`src/rtl/ram_port_arbiter_pkg.sv`:
```
// rtl/ram_port_arbiter_pkg.sv - shared widths and helpers for the RAM port arbiter
package ram_port_arbiter_pkg;

  localparam int AXI_AW = 32;
  localparam int AXI_DW = 32;

  // Index width that stays at least one bit wide for degenerate sizes.
  function automatic int clog2_min1(input int n);
    return (n > 1) ? $clog2(n) : 1;
  endfunction

endpackage

```
`src/rtl/ram_arb_id_fifo.sv`:
```
// rtl/ram_arb_id_fifo.sv - in-order FIFO of issuing host ids for in-flight RAM transactions
module ram_arb_id_fifo
  import ram_port_arbiter_pkg::*;
#(
  parameter int Depth   = 2,
  parameter int IdWidth = 1,
  localparam int PtrW   = clog2_min1(Depth),
  localparam int CntW   = $clog2(Depth + 1)
) (
  input  logic               clk_i,
  input  logic               rst_ni,
  input  logic               push_i,
  input  logic [IdWidth-1:0] push_id_i,
  input  logic               pop_i,
  output logic [IdWidth-1:0] head_o,
  output logic [CntW-1:0]    count_o
);

  logic [IdWidth-1:0] mem_q [Depth];
  logic [IdWidth-1:0] mem_d [Depth];
  logic [PtrW-1:0]    wr_ptr_q, wr_ptr_d;
  logic [PtrW-1:0]    rd_ptr_q, rd_ptr_d;
  logic [CntW-1:0]    count_q, count_d;

  function automatic logic [PtrW-1:0] ptr_inc(input logic [PtrW-1:0] p);
    return (p == PtrW'(Depth - 1)) ? '0 : p + PtrW'(1);
  endfunction

  // Push while full is legal with a pop: the head is read before the slot is overwritten.
  always_comb begin
    mem_d    = mem_q;
    wr_ptr_d = wr_ptr_q;
    rd_ptr_d = rd_ptr_q;
    count_d  = count_q;
    if (push_i) begin
      mem_d[wr_ptr_q] = push_id_i;
      wr_ptr_d        = ptr_inc(wr_ptr_q);
    end
    if (pop_i) begin
      rd_ptr_d = ptr_inc(rd_ptr_q);
    end
    if (push_i && !pop_i) begin
      count_d = count_q + CntW'(1);
    end else if (pop_i && !push_i) begin
      count_d = count_q - CntW'(1);
    end
  end

  always_ff @(posedge clk_i or negedge rst_ni) begin
    if (!rst_ni) begin
      for (int i = 0; i < Depth; i++) begin
        mem_q[i] <= '0;
      end
      wr_ptr_q <= '0;
      rd_ptr_q <= '0;
      count_q  <= '0;
    end else begin
      mem_q    <= mem_d;
      wr_ptr_q <= wr_ptr_d;
      rd_ptr_q <= rd_ptr_d;
      count_q  <= count_d;
    end
  end

  assign head_o  = mem_q[rd_ptr_q];
  assign count_o = count_q;

`ifndef SYNTHESIS
  a_no_push_full: assert property (@(posedge clk_i) disable iff (!rst_ni)
    !(push_i && !pop_i && (count_q == CntW'(Depth))));
  a_no_pop_empty: assert property (@(posedge clk_i) disable iff (!rst_ni)
    !(pop_i && (count_q == '0)));
`endif

endmodule

```
`src/rtl/ram_port_arbiter.sv`:
```
// rtl/ram_port_arbiter.sv - round-robin arbiter sharing one req/gnt/rvalid SRAM port between hosts
module ram_port_arbiter
  import ram_port_arbiter_pkg::*;
#(
  parameter int NrHosts        = 2,
  parameter int AddrWidth      = AXI_AW,
  parameter int DataWidth      = AXI_DW,
  parameter int MaxOutstanding = 2
) (
  input  logic                             clk_i,
  input  logic                             rst_ni,
  input  logic [NrHosts-1:0]               host_req_i,
  output logic [NrHosts-1:0]               host_gnt_o,
  input  logic [NrHosts-1:0]               host_we_i,
  input  logic [NrHosts*(DataWidth/8)-1:0] host_be_i,
  input  logic [NrHosts*AddrWidth-1:0]     host_addr_i,
  input  logic [NrHosts*DataWidth-1:0]     host_wdata_i,
  output logic [NrHosts-1:0]               host_rvalid_o,
  output logic [DataWidth-1:0]             host_rdata_o,
  output logic                             host_err_o,
  output logic                             dev_req_o,
  input  logic                             dev_gnt_i,
  output logic                             dev_we_o,
  output logic [DataWidth/8-1:0]           dev_be_o,
  output logic [AddrWidth-1:0]             dev_addr_o,
  output logic [DataWidth-1:0]             dev_wdata_o,
  input  logic                             dev_rvalid_i,
  input  logic [DataWidth-1:0]             dev_rdata_i,
  input  logic                             dev_err_i,
  output logic                             unexp_rsp_o
);

  localparam int IdW  = clog2_min1(NrHosts);
  localparam int BeW  = DataWidth / 8;
  localparam int CntW = $clog2(MaxOutstanding + 1);

  logic [IdW-1:0]  rr_ptr_q, rr_ptr_d;
  logic [IdW-1:0]  lock_id_q, lock_id_d;
  logic            lock_vld_q, lock_vld_d;
  logic [IdW-1:0]  winner, head_id;
  logic [IdW:0]    idx_ext;
  logic            found, space, accept, pop;
  logic [CntW-1:0] count;

  // A stalled request keeps its winner so the RAM sees stable fields until accepted.
  always_comb begin
    winner  = rr_ptr_q;
    found   = 1'b0;
    idx_ext = '0;
    if (lock_vld_q) begin
      winner = lock_id_q;
    end else begin
      for (int k = 0; k < NrHosts; k++) begin
        idx_ext = {1'b0, rr_ptr_q} + (IdW+1)'(k);
        if (idx_ext >= (IdW+1)'(NrHosts)) begin
          idx_ext = idx_ext - (IdW+1)'(NrHosts);
        end
        if (!found && host_req_i[idx_ext[IdW-1:0]]) begin
          winner = idx_ext[IdW-1:0];
          found  = 1'b1;
        end
      end
    end
  end

  // A response in the same cycle frees a slot, so a full queue can still accept.
  always_comb begin
    space       = (count < CntW'(MaxOutstanding)) | dev_rvalid_i;
    dev_req_o   = (|host_req_i) & space;
    accept      = dev_req_o & dev_gnt_i;
    pop         = dev_rvalid_i & (count != '0);
    unexp_rsp_o = dev_rvalid_i & (count == '0);

    dev_we_o    = 1'b0;
    dev_be_o    = '0;
    dev_addr_o  = '0;
    dev_wdata_o = '0;
    if (dev_req_o) begin
      dev_we_o    = host_we_i[winner];
      dev_be_o    = host_be_i[winner*BeW +: BeW];
      dev_addr_o  = host_addr_i[winner*AddrWidth +: AddrWidth];
      dev_wdata_o = host_wdata_i[winner*DataWidth +: DataWidth];
    end

    host_gnt_o = '0;
    if (accept) begin
      host_gnt_o[winner] = 1'b1;
    end
    host_rvalid_o = '0;
    if (pop) begin
      host_rvalid_o[head_id] = 1'b1;
    end
    host_rdata_o = dev_rdata_i;
    host_err_o   = dev_err_i & pop;

    rr_ptr_d   = rr_ptr_q;
    lock_vld_d = lock_vld_q;
    lock_id_d  = lock_id_q;
    if (accept) begin
      rr_ptr_d   = (winner == IdW'(NrHosts - 1)) ? '0 : winner + IdW'(1);
      lock_vld_d = 1'b0;
    end else if (dev_req_o) begin
      lock_vld_d = 1'b1;
      lock_id_d  = winner;
    end
  end

  always_ff @(posedge clk_i or negedge rst_ni) begin
    if (!rst_ni) begin
      rr_ptr_q   <= '0;
      lock_vld_q <= 1'b0;
      lock_id_q  <= '0;
    end else begin
      rr_ptr_q   <= rr_ptr_d;
      lock_vld_q <= lock_vld_d;
      lock_id_q  <= lock_id_d;
    end
  end

  ram_arb_id_fifo #(
    .Depth   (MaxOutstanding),
    .IdWidth (IdW)
  ) u_id_fifo (
    .clk_i     (clk_i),
    .rst_ni    (rst_ni),
    .push_i    (accept),
    .push_id_i (winner),
    .pop_i     (pop),
    .head_o    (head_id),
    .count_o   (count)
  );

`ifndef SYNTHESIS
  a_gnt_onehot0: assert property (@(posedge clk_i) disable iff (!rst_ni) $onehot0(host_gnt_o));
  a_rvalid_onehot0: assert property (@(posedge clk_i) disable iff (!rst_ni) $onehot0(host_rvalid_o));
  a_count_bound: assert property (@(posedge clk_i) disable iff (!rst_ni)
    count <= CntW'(MaxOutstanding));
`endif

endmodule

```
`config.mk`:
```
export PLATFORM = sky130hd
export DESIGN_NAME = ram_port_arbiter
export DESIGN_NICKNAME = d
export VERILOG_FILES = /design/src/rtl/ram_port_arbiter_pkg.sv /design/src/rtl/ram_arb_id_fifo.sv /design/src/rtl/ram_port_arbiter.sv
export SDC_FILE = /design/constraint.sdc
export NUM_CORES = 1
export LEC_CHECK = 0
export CELL_PAD_IN_SITES_DETAIL_PLACEMENT = 2
export CELL_PAD_IN_SITES_GLOBAL_PLACEMENT = 2
export CORE_UTILIZATION = 10
export DETAILED_ROUTE_END_ITERATION = 10
export PLACE_DENSITY_LB_ADDON = 0.1
export RECOVER_POWER = 50
export SLEW_MARGIN = 20
export SYNTH_ARGS = -nofsm -noshare
export SYNTH_HDL_FRONTEND = slang
export SYNTH_SLANG_ARGS = --single-unit
export TNS_END_PERCENT = 50
```
`constraint.sdc`:
```
create_clock -name clk_i -period 2.1 [get_ports clk_i]
set_input_delay 0.21 -clock clk_i [delete_from_list [all_inputs] [get_ports clk_i]]
set_output_delay 0.21 -clock clk_i [all_outputs]
set_load 0.1 [all_outputs]
```
* After elaboration in Yosys (flattened, before gate mapping) *
Cells that the tools add are included.

word-level totals
  latch bits = 0
  memory bits (read-only) = 0
  memories kept = 0
  output and inout port bits = 108
  memory bits (writable) = 0
  register bits = 9

operators by class
  bitwise gates (word level) = 9
  add/subtract/negate cells = 8
  multiply operators = 0
  shift-type cells = 3
  eq/ne operators = 0
  reduce and logical (&&, ||, !) cells = 15
  muxes and demuxes = 38
  div/mod/pow operators = 0
  $lt $le $gt $ge = 12

operators by type and width
  operator                                                                      number
  64-bit by 7-bit indexed part select with 32-bit output                        2
  32-bit 2-to-1 mux                                                             2
  1-bit 2-to-1 mux                                                              27
  1-bit by 2-bit less-than comparator with 1-bit output, second input constant  4
  2-bit 2-to-1 mux                                                              4
  8-bit by 4-bit indexed part select with 4-bit output                          1
  2-bit >= comparator, second input constant                                    3
  1-bit logical AND                                                             6
  2-bit nonzero test                                                            3
  1-bit AND                                                                     5
  4-bit 2-to-1 mux                                                              1
  1-bit inverter with 2-bit output                                              2
  1-bit adder, second input constant                                            3
  1-bit demux with 1-bit select                                                 3
  1-bit zero test                                                               3
  1-bit by 1-bit adder with 2-bit output, second input constant                 1
  2-bit by 1-bit adder with 2-bit output, second input constant                 1
  2-bit bitwise mux                                                             1
  1-bit >= comparator, second input constant                                    2
  1-bit by 2-bit >= comparator with 1-bit output, second input constant         1
  2-bit zero test                                                               1
  2-bit by 1-bit less-than comparator with 1-bit output, second input constant  1
  2-bit less-than comparator, second input constant                             1
  2-bit AND reduction                                                           1
  other kinds (5)                                                               6

* Depth between registers and ports, before layout *
Gate-level depths: netlist (run 1).

  depth after elaboration = 16
  mapped depth = 7
  mapped depth without buffers = 7

* Hierarchy *
A second synthesis (run 1) with hierarchy kept.

unflattened totals
  cells, all modules = 356
  area, all modules = 2,954.1 µm²

by module, submodules not included
  module            instances  area an instance (µm²)  sequential area each (µm²)  cells each
  ram_port_arbiter  1          2,696.3                 75.1                        337
  ram_arb_id_fifo   1          257.7                   150.1                       19

* Worst setup path after synthesis (run 1) *
Ideal clock, no wire load.

  kind = register -> output
  start = register u_id_fifo.count_q[1], in the netlist u_id_fifo.count_o[1]
  end = output port dev_we_o
  arrival time = 3.081 ns
  cell stages (with the launch flop) = 5
  path slack = -1.191 ns
  required time = 1.890 ns
  path buffers = 1
  path through = dfrtp_1 a21oi_2 clkbuf_1 nand2_1 o21ai_0

between the ends
  word-level cells in the longest chain between the ends = 4

ends and longest elaborated chain
  item                        line                    text
  from (decl)                 ram_arb_id_fifo.sv:23   logic [CntW-1:0] count_q, count_d;
  from (signal assigned)      ram_arb_id_fifo.sv:61   count_q <= count_d;
  2-bit less-than comparator  ram_port_arbiter.sv:68  space = (count < CntW'(MaxOutstanding)) | dev_rvalid_i;
  1-bit bitwise OR            ram_port_arbiter.sv:68
  1-bit AND                   ram_port_arbiter.sv:69  dev_req_o = (|host_req_i) & space;
  1-bit 2-to-1 mux            ram_port_arbiter.sv:78  if (dev_req_o) begin
  to (decl)                   ram_port_arbiter.sv:23  output logic dev_we_o,

No other way between the ends.

* Final worst setup path (run 1) *
  start = input port dev_rvalid_i
  end = output port dev_wdata_o[27]

between the ends
  word-level cells in the longest chain between the ends = 3

ends and longest elaborated chain
  item               line                    text
  from (decl)        ram_port_arbiter.sv:27  input logic dev_rvalid_i,
  1-bit bitwise OR   ram_port_arbiter.sv:68
  1-bit AND          ram_port_arbiter.sv:69
  32-bit 2-to-1 mux  ram_port_arbiter.sv:78
  to (decl)          ram_port_arbiter.sv:26  output logic [DataWidth-1:0] dev_wdata_o,

No other way between the ends.

==> results of run 1 <==
layout by cell type, fill, tap and decap left out, types with 2 or more instances in the layout:
| master | instances |
|---|---|
| clkdlybuf4s50_1 | 141 |
| buf_12 | 85 |
| nand2_1 | 71 |
| nand4_1 | 69 |
| o21ai_2 | 57 |
| buf_4 | 14 |
| dfrtp_1 | 9 |
| nor2_1 | 8 |
| o21ai_4 | 8 |
| clkbuf_16 | 8 |
| inv_1 | 5 |
| o21ai_1 | 5 |
| xnor2_1 | 4 |
| clkbuf_2 | 3 |
| and2_4 | 2 |
| nor2b_1 | 2 |
| o21ai_0 | 2 |
| a31oi_1 | 2 |
| dlymetal6s2s_1 | 2 |
| clkbuf_4 | 2 |
| clkbuf_1 | 2 |
| buf_6 | 2 |
final timing paths:
kind / slack, ps / to / start
setup / recovery: 70 / dev_wdata_o[27] / dev_rvalid_i
hold / removal: 350 / u_id_fifo.wr_ptr_q / rst_ni
setup reg to reg: 420 / lock_id_q / u_id_fifo.count_o[1]
hold reg to reg: 510 / u_id_fifo.rd_ptr_q / u_id_fifo.rd_ptr_q
max in group asynchronous: 1450 / lock_id_q / rst_ni
min in group clk_i: 420 / host_rdata_o[19] / dev_rdata_i[19]
where the power goes:
part | total (mW) | switching, mW | leakage [nW] | internal, mW
combinational | 9.73 | 6.27 | 2.13 | 3.47
sequential | 0.355 | 0.0961 | 0.106 | 0.259
clock | 0.345 | 0.0928 | 0.0409 | 0.252
cells in the mapped netlist:
master / count / area, um^2
a31oi_1: 2 / 12.5
xor2_1: 1 / 8.76
and2_1: 1 / 6.26
o21ai_0: 3 / 15.0
buf_4: 38 / 285
mux2i_1: 1 / 10.0
nor2b_1: 3 / 18.8
nand4_1: 69 / 432
a21oi_2: 1 / 8.76
o211ai_2: 1 / 12.5
xnor2_1: 4 / 35.0
nand2b_1: 1 / 6.26
inv_1: 5 / 18.8
o31ai_1: 1 / 7.51
dfrtp_1: 9 / 225
buf_2: 12 / 60.1
buf_6: 1 / 11.3
nor3_1: 1 / 5.00
mux2_2: 1 / 11.3
clkbuf_1: 18 / 67.6
nand2_1: 72 / 270
nor2_1: 8 / 30.0
o21ai_1: 69 / 345
o221ai_2: 1 / 15.0
ha_1: 1 / 12.5
metal layers:
layer / global-route usage (%) / vias to the layer above / share of wire, %
met1: 13.9 / 1536 / 40
met5: 0 / - / 0
met3: 2.45 / 9 / 6.8
met4: 2.92 / 0 / 0.71
li1: - / 1540 / -
met2: 23.4 / 132 / 52
repair_timing:
action | 4_1_cts | 5_1_grt
endpoints found under the hold margin | 0 | 0
setup endpoints to repair | 41 | 70
resized for setup | 17 | 45
gates cloned | 0 | 6
pin swaps | 0 | 5
registers in the layout, indices dropped and copies added (netlist names):
name                count
u_id_fifo.mem_q         2
lock_id_q               1
rr_ptr_q                1
u_id_fifo.rd_ptr_q      1
lock_vld_q              1
u_id_fifo.count_o       2
u_id_fifo.wr_ptr_q      1
per-stage QoR:
stage | hold slack, ps | setup TNS (ps) | power, mW | util [%] | cells
CTS | 292 | -759 | 10.1 | 29.1 | 772
global route | 382 | -5.00 | 10.8 | 30.4 | 779
detailed placement | 421 | -929 | 9.60 | 28.4 | 768
finish | 347 | 0 | 10.4 | 30.4 | 779
global placement | 421 | -15.5 | 9.54 | 28.4 | 768
floorplan | -85.6 | -22450 | 6.16 | - | 324
worst reg2reg max path: cells and delay by family (launching register included):
family | cells | cell delay (ps)
mux | 1 | 350
flops | 1 | 440
buf+inv | 2 | 340
compound gates | 1 | 270
simple gates | 1 | 160
cells by family after synthesis:
family                     after synthesis  synth area share (%)
DFF                                      9                  11.7
muxes                                    2                  1.10
AOI/OAI and AO/OA                       78                  21.6
adders and majority gates                1                 0.648
and+or+nand+nor                        155                  39.8
xor gates and xnor gates                 5                  2.27
buffers and inverters                   74                  22.9
final cells by class:
cell class | count | area (um^2)
fillers | 2075 | 13100
repair buffers | 258 | 3470
multi-input cells | 242 | 1610
well taps | 260 | 325
flip-flops and latches | 9 | 225
clock buffers | 3 | 75.1
inverters | 5 | 18.8
clock inverters | 1 | 5.00
diodes | 1 | 2.50
==> summary.txt, run 1 <==
Status
  – Status: finished, final reports clean

Synthesis
  – Number of synthesized register bits: 9
  – Syn_area_per_cell: 5.96 um^2
  – Synth warnings: 0
  – Sequential-to-total area share from yosys stat: 11.7%
  – Cells after Synth: 324
  – Net Count, Synth: about 500
  – Synth cell types: 25
  – Post-Synthesis Cell Area: 1930 um^2

Critical path
  – CP delay by family, top: buffers and inverters
  – Slowest cell delay on critical path: 480 ps
  – CP arrival: 1820 ps
  – Kind of critical path: in -> out
  – Setup crit end kind: primary output
  – CP bufs+invs: 5
  – Max stage delay cell, worst path: clkdlybuf4s50_1
  – Critical path's most frequent cell: buf_12
  – CP Cell Sequence: clkdlybuf4s50_1 > inv_1 > a21oi_4 > buf_12 > buf_12 > nand2_1 > o21ai_1 > buf_12
  – Worst reg2reg path depth: 5
  – Worst-path maximum fanout: 15
  – CP startpoint kind: primary input
  – Critical path depth in cells: 8
  – Worst Path Required: between 1500 and 2000 ps

Job
  – Max cap viols: 0

GRT
  – Initial antenna violation count: 1
  – Largest net degree at the start of global routing: 38
  – Grt total ovfl: 0
  – Gr usage total: 12.3%
  – Vias in the first global route: between 3000 and 4000
  – First-pass GRT wire length: 19400 um

Drt
  – WL final: 13500 um
  – Router iterations before antenna repair: 4
  – Initial DRC count: between 50 and 60
  – Via count: 3217
  – Via-per-instance ratio: 4.13
  – Post-DRT Antenna Nets: 0
  – Routed len/inst: between 15 and 20 um
  – DRC: 0

Clocking
  – Clk buf depth: 2
  – H-Tree Depth: 1
  – Worst skew pair latency: 240 ps
  – TritonCTS clock tree: done
  – # hold bufs at CTS: 0
  – Clk root buf: clkbuf_16
  – # Post-CTS Setup Buffers: 0
  – CTS buffer count: 3
  – Clock Sinks: 9
  – Clock transition at path regs: approximately 40 ps

Floorplan
  – Area of the core: 18800 um^2
  – Io pins: between 200 and 300
  – Die Span X: 141 um
  – Full die area: 19900 um^2
  – Row Count: 50
  – Initial core utilization: 10.3%
  – Die height: 141 um

STA
  – Final setup viols: 0
  – Fin crit period: 2030 ps
  – Setup clock skew after layout: 3.11 ps
  – Unrepaired setup endpoints after global routing: true
  – Worst setup slack after layout: ~65 ps
  – Peak Freq: just under 500 MHz
  – Max-slew violation count: 0
  – Tcrit/Tclk final: 96.9%
  – Worst slew pin tran: about 560 ps
  – Hold Violations, Final: 0
  – Slew HR: a little over three fifths

Placement
  – IO buf count: 220
  – Routability cong.: around 0.69
  – Hpwl dp: 10300 um
  – Setup WS pre-CTS: -58.1 ps
  – Area after DPL: 5340 um^2

Final layout
  – Area grow syn2layout: 197%
  – Fin nets: between 600 and 700
  – Layout cells sized above 1: 36.7%
  – Final instance area: 5730 um^2

Power
  – Maximum vdd drop: 933 uV
  – Power Dens Cells: about 1800 nW/um^2
  – Leak pwr: 2.28 nW

Worst hold path
  – Hold Crit Class: in -> async
(Power assumes the default switching activity.)
==> inputs of run 2 (changes only) <==
--- a/config.mk
+++ b/config.mk
@@ -5,10 +5,12 @@
 export SDC_FILE = /design/constraint.sdc
 export NUM_CORES = 1
 export LEC_CHECK = 0
+export ABC_CLOCK_PERIOD_IN_PS = 2100
 export CELL_PAD_IN_SITES_DETAIL_PLACEMENT = 2
 export CELL_PAD_IN_SITES_GLOBAL_PLACEMENT = 2
 export CORE_UTILIZATION = 10
 export DETAILED_ROUTE_END_ITERATION = 10
+export MAX_ROUTING_LAYER = met4
 export PLACE_DENSITY_LB_ADDON = 0.1
 export RECOVER_POWER = 50
 export SLEW_MARGIN = 20
==> run 2 against run 1 <==
Worst hold slack worse by 9.9 ps; via count is 0.19% higher; critical endpoint is now dev_wdata_o[20]; clock-buffer cell count stayed put; routed wire length hardly changed; largest cell class unchanged; fmax is 0.86% higher; die area stayed put; critical path depth stayed put; register-to-register slack worse by 100 ps; clock skew hardly changed.
==> summary.txt, run 2 (synthesized netlist as in run 1, its figures left out) <==
Final layout
  – Area grow syn2layout: 197%
  – Final instance area: ~5700 um^2
  – Final Non-Filler Cells: 780
  – Most frequent cells in the layout: 141 x clkdlybuf4s50_1, 81 x buf_12, 71 x nand2_1
  – Layout cells sized above 1: 37.8%
  – FILL cells: 2082
  – Fin nets: 698
  – Commonest non-fill, non-tap cell in the layout: clkdlybuf4s50_1

Floorplan
  – Area of the core: between 15000 and 20000 um^2
  – Initial core utilization: around 10%
  – Row Count: 50
  – Die Span X: ~140 um
  – Die height: 141 um
  – Io pins: 285
  – Full die area: 19900 um^2

Placement
  – IO buf count: 220
  – Area after DPL: 5340 um^2
  – Setup WS pre-CTS: -58.1 ps
  – Routability cong.: between 0.6 and 0.7
  – Hpwl dp: ~10000 um
  – Placed Cells: 768

STA
  – Final setup viols: 0
  – Slew HR: roughly 57%
  – Setup clock skew after layout: about 3.6 ps
  – Setup TNS: 0 ps
  – Hold Violations, Final: 0
  – Worst setup slack after layout: between 80 and 90 ps
  – Max-slew violation count: 0
  – Fin crit period: 2020 ps
  – Worst slew pin tran: 637 ps
  – Peak Freq: 496 MHz
  – Tcrit/Tclk final: 96.1%
  – Unrepaired setup endpoints after global routing: false

Critical path
  – Setup crit end kind: primary output
  – Critical path's most frequent cell: buf_12
  – CP arrival: approximately 1800 ps
  – CP bufs+invs: 5
  – Worst-path maximum fanout: 20
  – CP Cell Sequence: clkdlybuf4s50_1 > inv_2 > a21oi_4 > buf_12 > buf_12 > nand4_1 > o21ai_2 > buf_4
  – Worst Path Required: approximately 1900 ps
  – Kind of critical path: in -> out
  – Slowest cell delay on critical path: 500 ps
  – Max stage delay cell, worst path: clkdlybuf4s50_1
  – CP startpoint kind: primary input
  – CP delay by family, top: buffers and inverters

Drt
  – Initial DRC count: 55
  – Via count: approximately 3200
  – DRC: 0
  – Routed len/inst: 17.3 um
  – Router iterations before antenna repair: 4
  – WL final: 13500 um
  – Post-DRT Antenna Nets: 0
  – Via-per-instance ratio: 4.13

Power
  – Leak pwr: 2.28 nW
  – Total power after layout: 10.4 mW
  – Internal: 3.95 mW
  – Power Dens Cells: 1820 nW/um^2
  – Clock power frac: 3.4%
  – Net Sw Power: between 6 and 7 mW
  – Seq pwr share: 3.4%
  – Combinational share of power: 93.2%
  – Switching share of power: 62.2%
  – Maximum vdd drop: 882 uV

GRT
  – Largest net degree at the start of global routing: 38
  – Gr usage total: 12.6%
  – Grt total ovfl: 0
  – Initial antenna violation count: 1
  – First-pass GRT wire length: 19300 um
  – Vias in the first global route: 3517

Status
  – Status: finished, final reports clean

Clocking
  – Worst skew pair latency: between 200 and 300 ps
  – Clock Sinks: 9
  – Clock transition at path regs: about 40 ps
  – CTS buffer count: 3
  – # hold bufs at CTS: 0
  – Clk buf depth: 2
  – H-Tree Depth: 1
  – Clk root buf: clkbuf_16
  – TritonCTS clock tree: done

Worst hold path
  – Hold Crit Class: in -> async

Job
  – Max cap viols: 0
[run 2: layout make-up]
class                           count  area, um^2  share of cell area (%)
Antenna cell                        1        2.50                  0.0436
Clock buffer                        3        75.1                    1.31
Clock inverter                      1        5.00                  0.0873
Inverter                            5        18.8                   0.327
Multi-Input combinational cell    241        1660                    28.9
Sequential cell                     9         225                    3.93
Tap cell                          260         325                    5.67
Timing Repair Buffer              260        3420                    59.7
[run 2: worst register-to-register path, stage by stage (launching register included)]
cell and delay, ps:
dfrtp_1 430, o21ai_0 550, ha_1 380, nor2_1 170, xnor2_1 150
[run 2: what timing repair did]
action / in CTS / in global routing
resized for setup: 17 / 54
hold endpoints to repair: 0 / 0
pin swaps: 0 / 4
setup endpoints to repair: 41 / 70
cloned: 0 / 5
buffers inserted: 0 / 2
[run 2: stage by stage]
stage                     utilization (%)  hold slack [ps]
after floorplan                         -            -85.6
final                                30.4              337
after detailed placement             28.4              421
after CTS                            29.1              292
after global placement               28.4              421
after global routing                 30.4              382
[run 2: power by group through the flow]
stage	sequential, mW	clock, mW	combinational, mW
floorplan	0.321	0	5.84
global placement	0.353	0	9.19
detailed placement	0.358	0	9.24
CTS	0.358	0.357	9.36
global route	0.362	0.366	10.1
finish	0.353	0.354	9.73
[run 2: routing by layer]
layer | up-vias | wire length, um | global-route usage (%)
met2 | 137 | 7020 | 23.3
met5 | - | 0 | -
met3 | 14 | 871 | 2.17
met1 | 1538 | 5450 | 14.1
li1 | 1534 | - | -
met4 | 0 | 173 | 2.92
[run 2: final timing paths]
check	start	to	slack, ps	cells past startpoint
min in group clk_i	dev_rdata_i[11]	host_rdata_o[11]	420	0
hold reg to reg	u_id_fifo.rd_ptr_q	u_id_fifo.rd_ptr_q	510	1
setup / recovery	dev_rvalid_i	dev_wdata_o[20]	80	8
max in group asynchronous	rst_ni	lock_id_q	1470	1
setup reg to reg	u_id_fifo.count_o[1]	u_id_fifo.count_o[1]	320	4
hold / removal	rst_ni	u_id_fifo.wr_ptr_q	340	1
